### config.mk
export PLATFORM = sky130hd
export DESIGN_NAME = cordic_iter
export DESIGN_NICKNAME = d
export VERILOG_FILES = /design/src/rtl/cordic_iter.sv
export SDC_FILE = /design/constraint.sdc
export NUM_CORES = 1
export LEC_CHECK = 0
export CAP_MARGIN = 20
export CORE_MARGIN = 4
export CORE_UTILIZATION = 40
export CTS_CLUSTER_DIAMETER = 100
export DETAILED_ROUTE_END_ITERATION = 6
export GPL_TIMING_DRIVEN = 0
export PLACE_DENSITY_LB_ADDON = 0.25
export SYNTH_ARGS = -nofsm -noshare
export SYNTH_HDL_FRONTEND = slang
export SYNTH_SLANG_ARGS = --single-unit
### constraint.sdc
create_clock -name clk -period 4.95 [get_ports clk]
set_clock_uncertainty 0.2 [all_clocks]
set_input_delay 0.495 -clock clk [delete_from_list [all_inputs] [get_ports clk]]
set_output_delay 0.495 -clock clk [all_outputs]
set_load 0.01 [all_outputs]
### src/rtl/cordic_iter.sv
// Iterative CORDIC: sin/cos by rotation, arctan/hypot by vectoring.
// One micro-rotation per cycle; angles are in degrees, fixed point.
module cordic_iter #(
  parameter int W     = 16,
  parameter int FRAC  = 8,
  parameter int ITER  = 12,
  parameter int GUARD = 2
) (
  input  logic                clk,
  input  logic                rst,
  input  logic                in_valid,
  output logic                in_ready,
  input  logic [1:0]          op,
  input  logic signed [W-1:0] angle_in,
  input  logic signed [W-1:0] x_in,
  input  logic signed [W-1:0] y_in,
  output logic                out_valid,
  input  logic                out_ready,
  output logic signed [W-1:0] out_data,
  output logic                out_err
);

  localparam int WD = W + GUARD;
  localparam int IW = $clog2(ITER + 1);
  localparam int TN = 2 ** IW;
  localparam real PI = 3.141592653589793;
  localparam int LIM = 90 * (2 ** FRAC);

  function automatic real k_gain();
    real k;
    k = 1.0;
    for (int n = 0; n < ITER; n++)
      k = k / $sqrt(1.0 + 1.0 / (4.0 ** n));
    return k;
  endfunction

  localparam int K_FIX = $rtoi(k_gain() * (2.0 ** FRAC) + 0.5);

  localparam logic signed [WD-1:0] SMAX =
    WD'((64'sd1 <<< (W - 1)) - 64'sd1);
  localparam logic signed [WD-1:0] SMIN = -SMAX - WD'(1);

  logic signed [WD-1:0] atan_tab [TN];

  for (genvar g = 0; g < TN; g++) begin : g_atan
    localparam real AR =
      $atan(1.0 / (2.0 ** g)) * 180.0 / PI * (2.0 ** FRAC);
    localparam int AI = $rtoi(AR + 0.5);
    assign atan_tab[g] = WD'(AI);
  end

  typedef enum logic [1:0] {
    IDLE,
    RUN,
    DONE
  } state_t;

  state_t state, state_n;

  logic signed [WD-1:0] x, y, z;
  logic signed [WD-1:0] xs, ys, x_n, y_n, z_n;
  logic signed [WD-1:0] sel;
  logic signed [W-1:0]  sat;
  logic [IW-1:0]        i;
  logic [1:0]           op_q;
  logic                 err_q, zero_q, dpos;
  logic                 last, bad_in;

  assign last = (i == IW'(ITER));

  always_ff @(posedge clk or posedge rst) begin
    if (rst) state <= IDLE;
    else     state <= state_n;
  end

  always_comb begin
    state_n   = state;
    in_ready  = 1'b0;
    out_valid = 1'b0;
    unique case (state)
      IDLE: begin
        in_ready = ~rst;
        if (in_valid) state_n = RUN;
      end
      RUN: begin
        if (last) state_n = DONE;
      end
      DONE: begin
        out_valid = 1'b1;
        if (out_ready) state_n = IDLE;
      end
      default: state_n = IDLE;
    endcase
  end

  // Rotation steers z to zero, vectoring steers y to zero.
  always_comb begin
    dpos = op_q[1] ? y[WD-1] : ~z[WD-1];
    xs   = x >>> i;
    ys   = y >>> i;
    x_n  = dpos ? x - ys : x + ys;
    y_n  = dpos ? y + xs : y - xs;
    z_n  = dpos ? z - atan_tab[i] : z + atan_tab[i];
  end

  always_comb begin
    unique case (op_q)
      2'b00:   sel = y;
      2'b10:   sel = z;
      default: sel = x;
    endcase
    if (sel > SMAX)      sat = SMAX[W-1:0];
    else if (sel < SMIN) sat = SMIN[W-1:0];
    else                 sat = sel[W-1:0];
  end

  assign bad_in = op[1] ? x_in[W-1]
                        : (int'(angle_in) > LIM ||
                           int'(angle_in) < -LIM);

  always_ff @(posedge clk or posedge rst) begin
    if (rst) begin
      x        <= '0;
      y        <= '0;
      z        <= '0;
      i        <= '0;
      op_q     <= '0;
      err_q    <= 1'b0;
      zero_q   <= 1'b0;
      out_data <= '0;
      out_err  <= 1'b0;
    end else begin
      unique case (state)
        IDLE: begin
          if (in_valid) begin
            op_q   <= op;
            i      <= '0;
            err_q  <= bad_in;
            zero_q <= (x_in == '0) && (y_in == '0);
            if (op[1]) begin
              x <= WD'(x_in);
              y <= WD'(y_in);
              z <= '0;
            end else begin
              x <= WD'(K_FIX);
              y <= '0;
              z <= WD'(angle_in);
            end
          end
        end
        RUN: begin
          if (last) begin
            // Zero vector has no defined angle; report 0.
            if (err_q || (op_q[1] && zero_q))
              out_data <= '0;
            else
              out_data <= sat;
            out_err <= err_q;
          end else begin
            x <= x_n;
            y <= y_n;
            z <= z_n;
            i <= i + IW'(1);
          end
        end
        default: ;
      endcase
    end
  end

endmodule

==> metrics.md, run 1 <==
| Metric | Value |
|---|---|
| Status | complete, no violations |
| Min-delay src | out_data[4] |
| RSZ-0062 raised after global routing | true |
| Hold path depth | 1 |
| Placed wire-length estimate | 31,400 µm |
| #FFs+latches synth | 81 |
| CTS Buffer Depth | 2 |
| Final core occ | 0.498 |
| Synthesized area | 9590 µm² |
| Die Height | 163 µm |
| Highest clock rate | 207 MHz |
| Vias in the first global route | 9,811 |
| Initial Util | 0.407 |
| Normalized max-slew margin | 0.326 |
| Yosys warnings | 0 |
| Core ar. | 23,500 µm² |
| CTS H-tree lvls | 3 |
| Net count of the mapped netlist | 1,320 |
| Sequential fraction of the synthesis area | 0.211 |
| Die Span X | 163 µm |
| R2R cell count | 19 |
| Crit path max-delay family | compound AO/OA/AOI/OAI gates |
| Met1 WL | 17,500 µm |
| First-pass DRT Iterations | 6 |
| HP Class | flip-flop to flip-flop |
| Input/output buffers | 72 |
| Final GP Congestion | 1.04 |
| Fin nets | 1,429 |
| CP bufs+invs | 4 |
| WL met3 | 3760 µm |
| Clk root buf | clkbuf_16 |
| Row cnt | 56 |
| Total Routing Usage GR | 0.305 |
| # diodes | 0 |
| Reg2reg end | x[17] |
| DR top layer | met4 |
| Minimum clock period | 4.83 ns |
| DR iter-0 viols | 1,166 |
| Post-synth EDFFs | 0 |
| Initial antenna violation count | 0 |
| Synthesized area per cell | 7.97 µm² |
| Global-route wire length before repair | 61,000 µm |
| Hold Path End | out_data[4] |
| Die area | 26,500 µm² |
| Area Overhead vs Synth | 22.3% |
| Critical path required time | 4.99 ns |
| Top_reg_cell synth | dfrtp_1 |
| Setup Crit Path Kind | flip-flop to flip-flop |
| Worst path max stage delay | 0.50 ns |
| Wirelength, routed | 41,500 µm |
| Largest net degree at the start of global routing | 44 |
| Reg2reg setup slack | 0.12 ns |
| Routed vias/inst | 6.37 |
| Endpoint arrival time on the critical path | 4.87 ns |
| Global route overflow | 0 |
| CTS tree | done |
| Clock Sinks | 81 |
| Post-synth ARST share | 1.00 |
| Clock buffer count from CTS | 9 |
| Max-Cap Viols | 0 |
| Cell Chain, Critical Path | buf_12, buf_12, mux4_2, a222oi_1, buf_4, buf_4, or2b_1, nand2b_1, o21ai_1, xnor2_1, ha_1, nand3_1, a211oi_1, o31ai_2, a211oi_2, o22a_1, or4_4, a21oi_2, nor3b_2 |
| DRC viols | 0 |
| Final Max Tran Viols | 0 |
| Worst r2r src | i[0] |
| WL/cell | 25.4 µm |
| Crit start category | flip-flop |
| Period Utilization, post-route | 0.976 |
| Slowest cell on the critical path | mux4_2 |
| IO Count | 73 |
| Final Hold Fails | 0 |
| Total number of vias | 10,400 |
| Setup crit end kind | flip-flop |
| Clock latency on the worst-skew pair | 0.36 ns |
| Fillers | 2,367 |
| Post-Syn Instances | 1,203 |
| Hold Buf Count CTS | 0 |
| Final setup viols | 0 |
| Cell variety after synth | 76 |
| Layout cells sized above 1 | 0.145 |
| Critical-path maximum fanout | 10 |
| Post-route antenna net violation count | 0 |
| Met2 wire length | 18,100 µm |
| Slew @ Worst Pin | 1.01 ns |
| Worst-path clk slew | 0.08 ns |
==> Yosys cell counts, types with 8 or more instances <==
library cell,n,share of area
or2_2,8,0.0052
and3_1,11,0.0072
nor4_1,15,0.0098
nand2b_1,22,0.014
and2_1,10,0.0065
a22o_1,17,0.016
ha_1,60,0.078
xnor2_1,54,0.049
a31oi_1,45,0.029
dfrtp_1,81,0.21
mux2i_1,44,0.046
nand3_1,44,0.023
a21oi_1,114,0.059
clkbuf_1,52,0.020
o31ai_1,13,0.010
o21ai_0,71,0.037
nor2_1,144,0.056
xor2_1,27,0.025
o21a_1,23,0.018
a22oi_1,9,0.0070
inv_1,27,0.011
nor2b_1,15,0.0098
or3_1,10,0.0065
nor3_1,18,0.0094
a21o_1,18,0.014
nand2_1,80,0.031
buf_1,11,0.0043
mux4_2,29,0.068
a211oi_1,15,0.012
==> layer usage <==
layer,vias up,track usage
met2,594,0.475
met4,0,0.125
met1,5013,0.422
li1,4693,-
met3,125,0.0488
met5,-,0
==> repair_timing <==
item                                    in CTS  in global routing
pin swaps                                    6                 24
buffers inserted                             6                 21
gates resized for setup                     50                 99
endpoints found under the setup margin      36                 17
==> through the flow <==
| stage | std cells | hold slack, ns | area [µm²] | setup WS (ns) | setup TNS (ns) |
|---|---|---|---|---|---|
| global route | 1636 | 0.337 | 11700 | -0.0524 | -0.119 |
| floorplan | 1203 | 0.249 | 9590 | 0.171 | 0 |
| CTS | 1617 | 0.310 | 11300 | 0.00156 | 0 |
| detailed placement | 1595 | 0.294 | 10700 | -1.67 | -21.33 |
| finish | 1636 | 0.303 | 11700 | 0.120 | 0 |
| global placement | 1594 | 0.268 | 10700 | -1.60 | -20.21 |
==> layout make-up <==
class                   count  area (µm²)  area share
plain buffers              76         469      0.0400
repair buffers            100         951      0.0810
clock inverters             7         108     0.00917
inverters                  30         118      0.0100
multi-input cells        1014        7420       0.633
clock buffers               9         225      0.0192
well taps                 319         399      0.0340
flip-flops and latches     81        2040       0.174
==> logic make-up (layout without fill, tap and decap cells) <==
kind of cell	after synthesis	count (layout)	share of synthesized area
buffers and inverters	108	222	0.0479
AO/OA/AOI/OAI	384	384	0.253
XOR/XNOR	81	81	0.0740
multiplexers	84	84	0.128
flip-flops	81	81	0.211
AND/OR/NAND/NOR	402	402	0.200
adder cells (fa/ha/maj)	63	63	0.0845
==> worst max-delay path by stage <==
stage / cells after the start / slack (ns) / end / from
floorplan: 19 / 0.17 / y[14] / i[0]
global placement: 18 / -1.60 / x[17] / i[3]
detailed placement: 18 / -1.67 / x[17] / i[3]
CTS: 20 / 0.002 / x[17] / i[3]
global route: 20 / -0.05 / x[17] / i[0]
finish: 19 / 0.12 / x[17] / i[0]
==> registers in the layout, summed over array words and instances, names as in the netlist, 2 cells and up <==
signal	cells
out_data	16
x	18
state	2
y	18
op_q	2
z	18
i	4
==> cell usage in the layout (no fill, tap or decap), types with 18 or more instances in the layout <==
cell and count:
a21oi_1 111, mux4_2 29, xnor2_1 54, inv_1 25, a21o_1 18, xor2_1 27, clkdlybuf4s50_1 72, clkbuf_1 36
nand3_1 43, nand2b_1 22, o21ai_0 60, buf_4 36, nor2_1 139, a31oi_1 42, dfrtp_1 70, ha_1 56
mux2i_1 42, o21a_1 23, nand2_1 80
==> worst reg2reg max path: stages, from the launching register on <==
cell and delay, ns:
dfrtp_2 0.45, buf_12 0.17, buf_12 0.16, mux4_2 0.50
a222oi_1 0.34, buf_4 0.19, buf_4 0.11, or2b_1 0.25
nand2b_1 0.15, o21ai_1 0.17, xnor2_1 0.18, ha_1 0.32
nand3_1 0.09, a211oi_1 0.07, o31ai_2 0.36, a211oi_2 0.13
o22a_1 0.24, or4_4 0.43, a21oi_2 0.14, nor3b_2 0.06
Power of run 1 is left out: the tool's default activity adds up to more than one toggle a clock period on the data nets, which glitch-free logic cannot reach.
==> inputs of run 2 (changes only) <==
--- a/config.mk
+++ b/config.mk
@@ -7,11 +7,12 @@
 export LEC_CHECK = 0
 export CAP_MARGIN = 20
 export CORE_MARGIN = 4
-export CORE_UTILIZATION = 40
+export CORE_UTILIZATION = 45
 export CTS_CLUSTER_DIAMETER = 100
 export DETAILED_ROUTE_END_ITERATION = 6
 export GPL_TIMING_DRIVEN = 0
 export PLACE_DENSITY_LB_ADDON = 0.25
+export SETUP_SLACK_MARGIN = 0.1
 export SYNTH_ARGS = -nofsm -noshare
 export SYNTH_HDL_FRONTEND = slang
 export SYNTH_SLANG_ARGS = --single-unit
==> run 2 against run 1 <==
Wire length is 2.3% lower. Clock-buffer cell count stayed put. Register-to-register slack better by 0.07 ns. Critical path depth is 1 higher. Sequential share of layout area is 0.32 points lower. Via count is 1.3% higher. Final area is 1.7% higher. Flip-flop and latch count stayed put. Global-route usage is 2.1 points higher. Utilization is 6.9 points higher. Hold slack worse by 0.0011 ns. Maximum frequency is 1.5% higher. Critical path type unchanged.
==> metrics.md, run 2 (synthesized netlist as in run 1, its figures left out) <==
| Metric | Value |
|---|---|
| Status | complete, no violations |
| Initial Util | 0.456 |
| Largest net degree at the start of global routing | 48 |
| CTS H-tree lvls | 3 |
| DRC viols | 0 |
| Setup crit end kind | flip-flop |
| HP Class | flip-flop to flip-flop |
| Endpoint arrival time on the critical path | 4.80 ns |
| Clock latency on the worst-skew pair | 0.36 ns |
| CTS Buffer Depth | 2 |
| Normalized max-slew margin | 0.339 |
| Die Span X | 154 µm |
| Initial antenna violation count | 0 |
| Min Hold Slack | 0.302 ns |
| Layout cells sized above 1 | 0.168 |
| Period Utilization, post-route | 0.961 |
| Final core occ | 0.568 |
| IO Count | 73 |
| Cell Chain, Critical Path | buf_6, buf_4, inv_4, mux4_2, o31a_1, or2_1, or2_4, a21oi_1, nor2_1, xnor2_1, ha_1, o21a_1, o21ai_0, nand2b_1, nand2_1, a211oi_1, o22a_1, or4_4, a21oi_2, nor3b_2 |
| Global-route wire length before repair | 59,400 µm |
| Final Hold Fails | 0 |
| DR iter-0 viols | 1,021 |
| Area Overhead vs Synth | 24.4% |
| Post-route antenna net violation count | 0 |
| Fin nets | 1,447 |
| Worst path max stage delay | 0.58 ns |
| Wirelength, routed | 40,500 µm |
| Biggest registers after layout | x x18, y x18, z x18 |
| Global route overflow | 0 |
| Worst r2r src | i[1] |
| Highest clock rate | 210 MHz |
| Most common cell after layout, fill and taps aside | nor2_1 |
| Crit. Startpoint | i[1] |
| Total number of vias | 10,600 |
| RSZ-0062 raised after global routing | true |
| Core ar. | 21,000 µm² |
| Final Max Tran Viols | 0 |
| Minimum clock period | 4.76 ns |
| Slew @ Worst Pin | 0.991 ns |
| Critical-path maximum fanout | 11 |
| # diodes | 0 |
| Clock Sinks | 81 |
| Final Instance Area | 11,900 µm² |
| Die Height | 154 µm |
| Fillers | 1,990 |
| Placed wire-length estimate | 30,400 µm |
| Row cnt | 53 |
| Final GP Congestion | 1.02 |
| Min-delay src | out_data[15] |
| Die area | 23,700 µm² |
| Crit start category | flip-flop |
| Routed vias/inst | 6.56 |
| Input/output buffers | 72 |
| Final setup viols | 0 |
| First-pass DRT Iterations | 6 |
| Placed inst area | 10,700 µm² |
| Slowest cell on the critical path | mux4_2 |
| CTS tree | done |
| WL/cell | 25.2 µm |
| Critical path required time | 5.00 ns |
| Max-Cap Viols | 0 |
| Vias in the first global route | 9,695 |
| Setup Crit Path Kind | flip-flop to flip-flop |
| Final setup TNS | 0 ns |
| Total Routing Usage GR | 0.326 |
| Clock buffer count from CTS | 9 |
| Clk root buf | clkbuf_16 |
| Worst-path clk slew | 0.07 ns |
| Most frequent cells in the layout | 140 x nor2_1, 108 x a21oi_1, 80 x nand2_1, 73 x dfrtp_1, 72 x clkdlybuf4s50_1 |
run 2: changes by cell type in the layout (fill, tap and decap cells not counted), sizes merged:
cell / change
buf: +17
inv: +2
clkinv: -2
clkbuf: +1
run 2: stage by stage:
step | setup WS, ns | std cells
global route | 0.00685 | 1610
floorplan | 0.171 | 1203
detailed placement | -1.51 | 1551
finish | 0.192 | 1610
global placement | -1.49 | 1550
CTS | 0.0850 | 1580
run 2: worst paths after layout:
path / cells after the start / slack (ns) / to
worst max-delay path: 20 / 0.19 / x[17]
worst min-delay path: 2 / 0.30 / out_data[15]
worst max register to register: 20 / 0.19 / x[17]
worst min register to register: 2 / 0.30 / out_data[15]
max in group asynchronous: 3 / 3.59 / i[0]
min in group asynchronous: 2 / 0.34 / z[0]
run 2: critical path, delay by kind of cell, from the launching register on:
family | cells | cell delay (ns)
simple gates | 7 | 1.31
compound gates | 7 | 1.20
mux | 1 | 0.58
xor+xnor | 1 | 0.19
flops | 1 | 0.42
buf+inv | 3 | 0.45
fa+ha+maj | 1 | 0.29
run 2: layout make-up:
cell class	instances	area (µm²)	share of cell area
tap	275	344	0.0288
multi-input combinational	1014	7500	0.629
clock inverter	7	108	0.00902
inverter	30	120	0.0101
buffer	76	477	0.0399
clock buffer	9	225	0.0189
timing repair buffer	118	1120	0.0938
sequential	81	2040	0.171
run 2: metal layers:
layer / vias to the layer above / wire length [µm] / global-route usage
li1: 4711 / - / -
met1: 5041 / 16300 / 0.445
met2: 665 / 17600 / 0.501
met3: 140 / 4410 / 0.0675
met4: 0 / 2250 / 0.140
met5: - / 0 / 0
run 2: repair_timing:
item	in CTS	in global routing
gates cloned	0	1
hold buffers	0	0
gates resized for setup	61	102
setup endpoints to repair	38	22
buffers inserted	13	31
pin swaps	11	28
Power of run 2 is left out for the same reason.
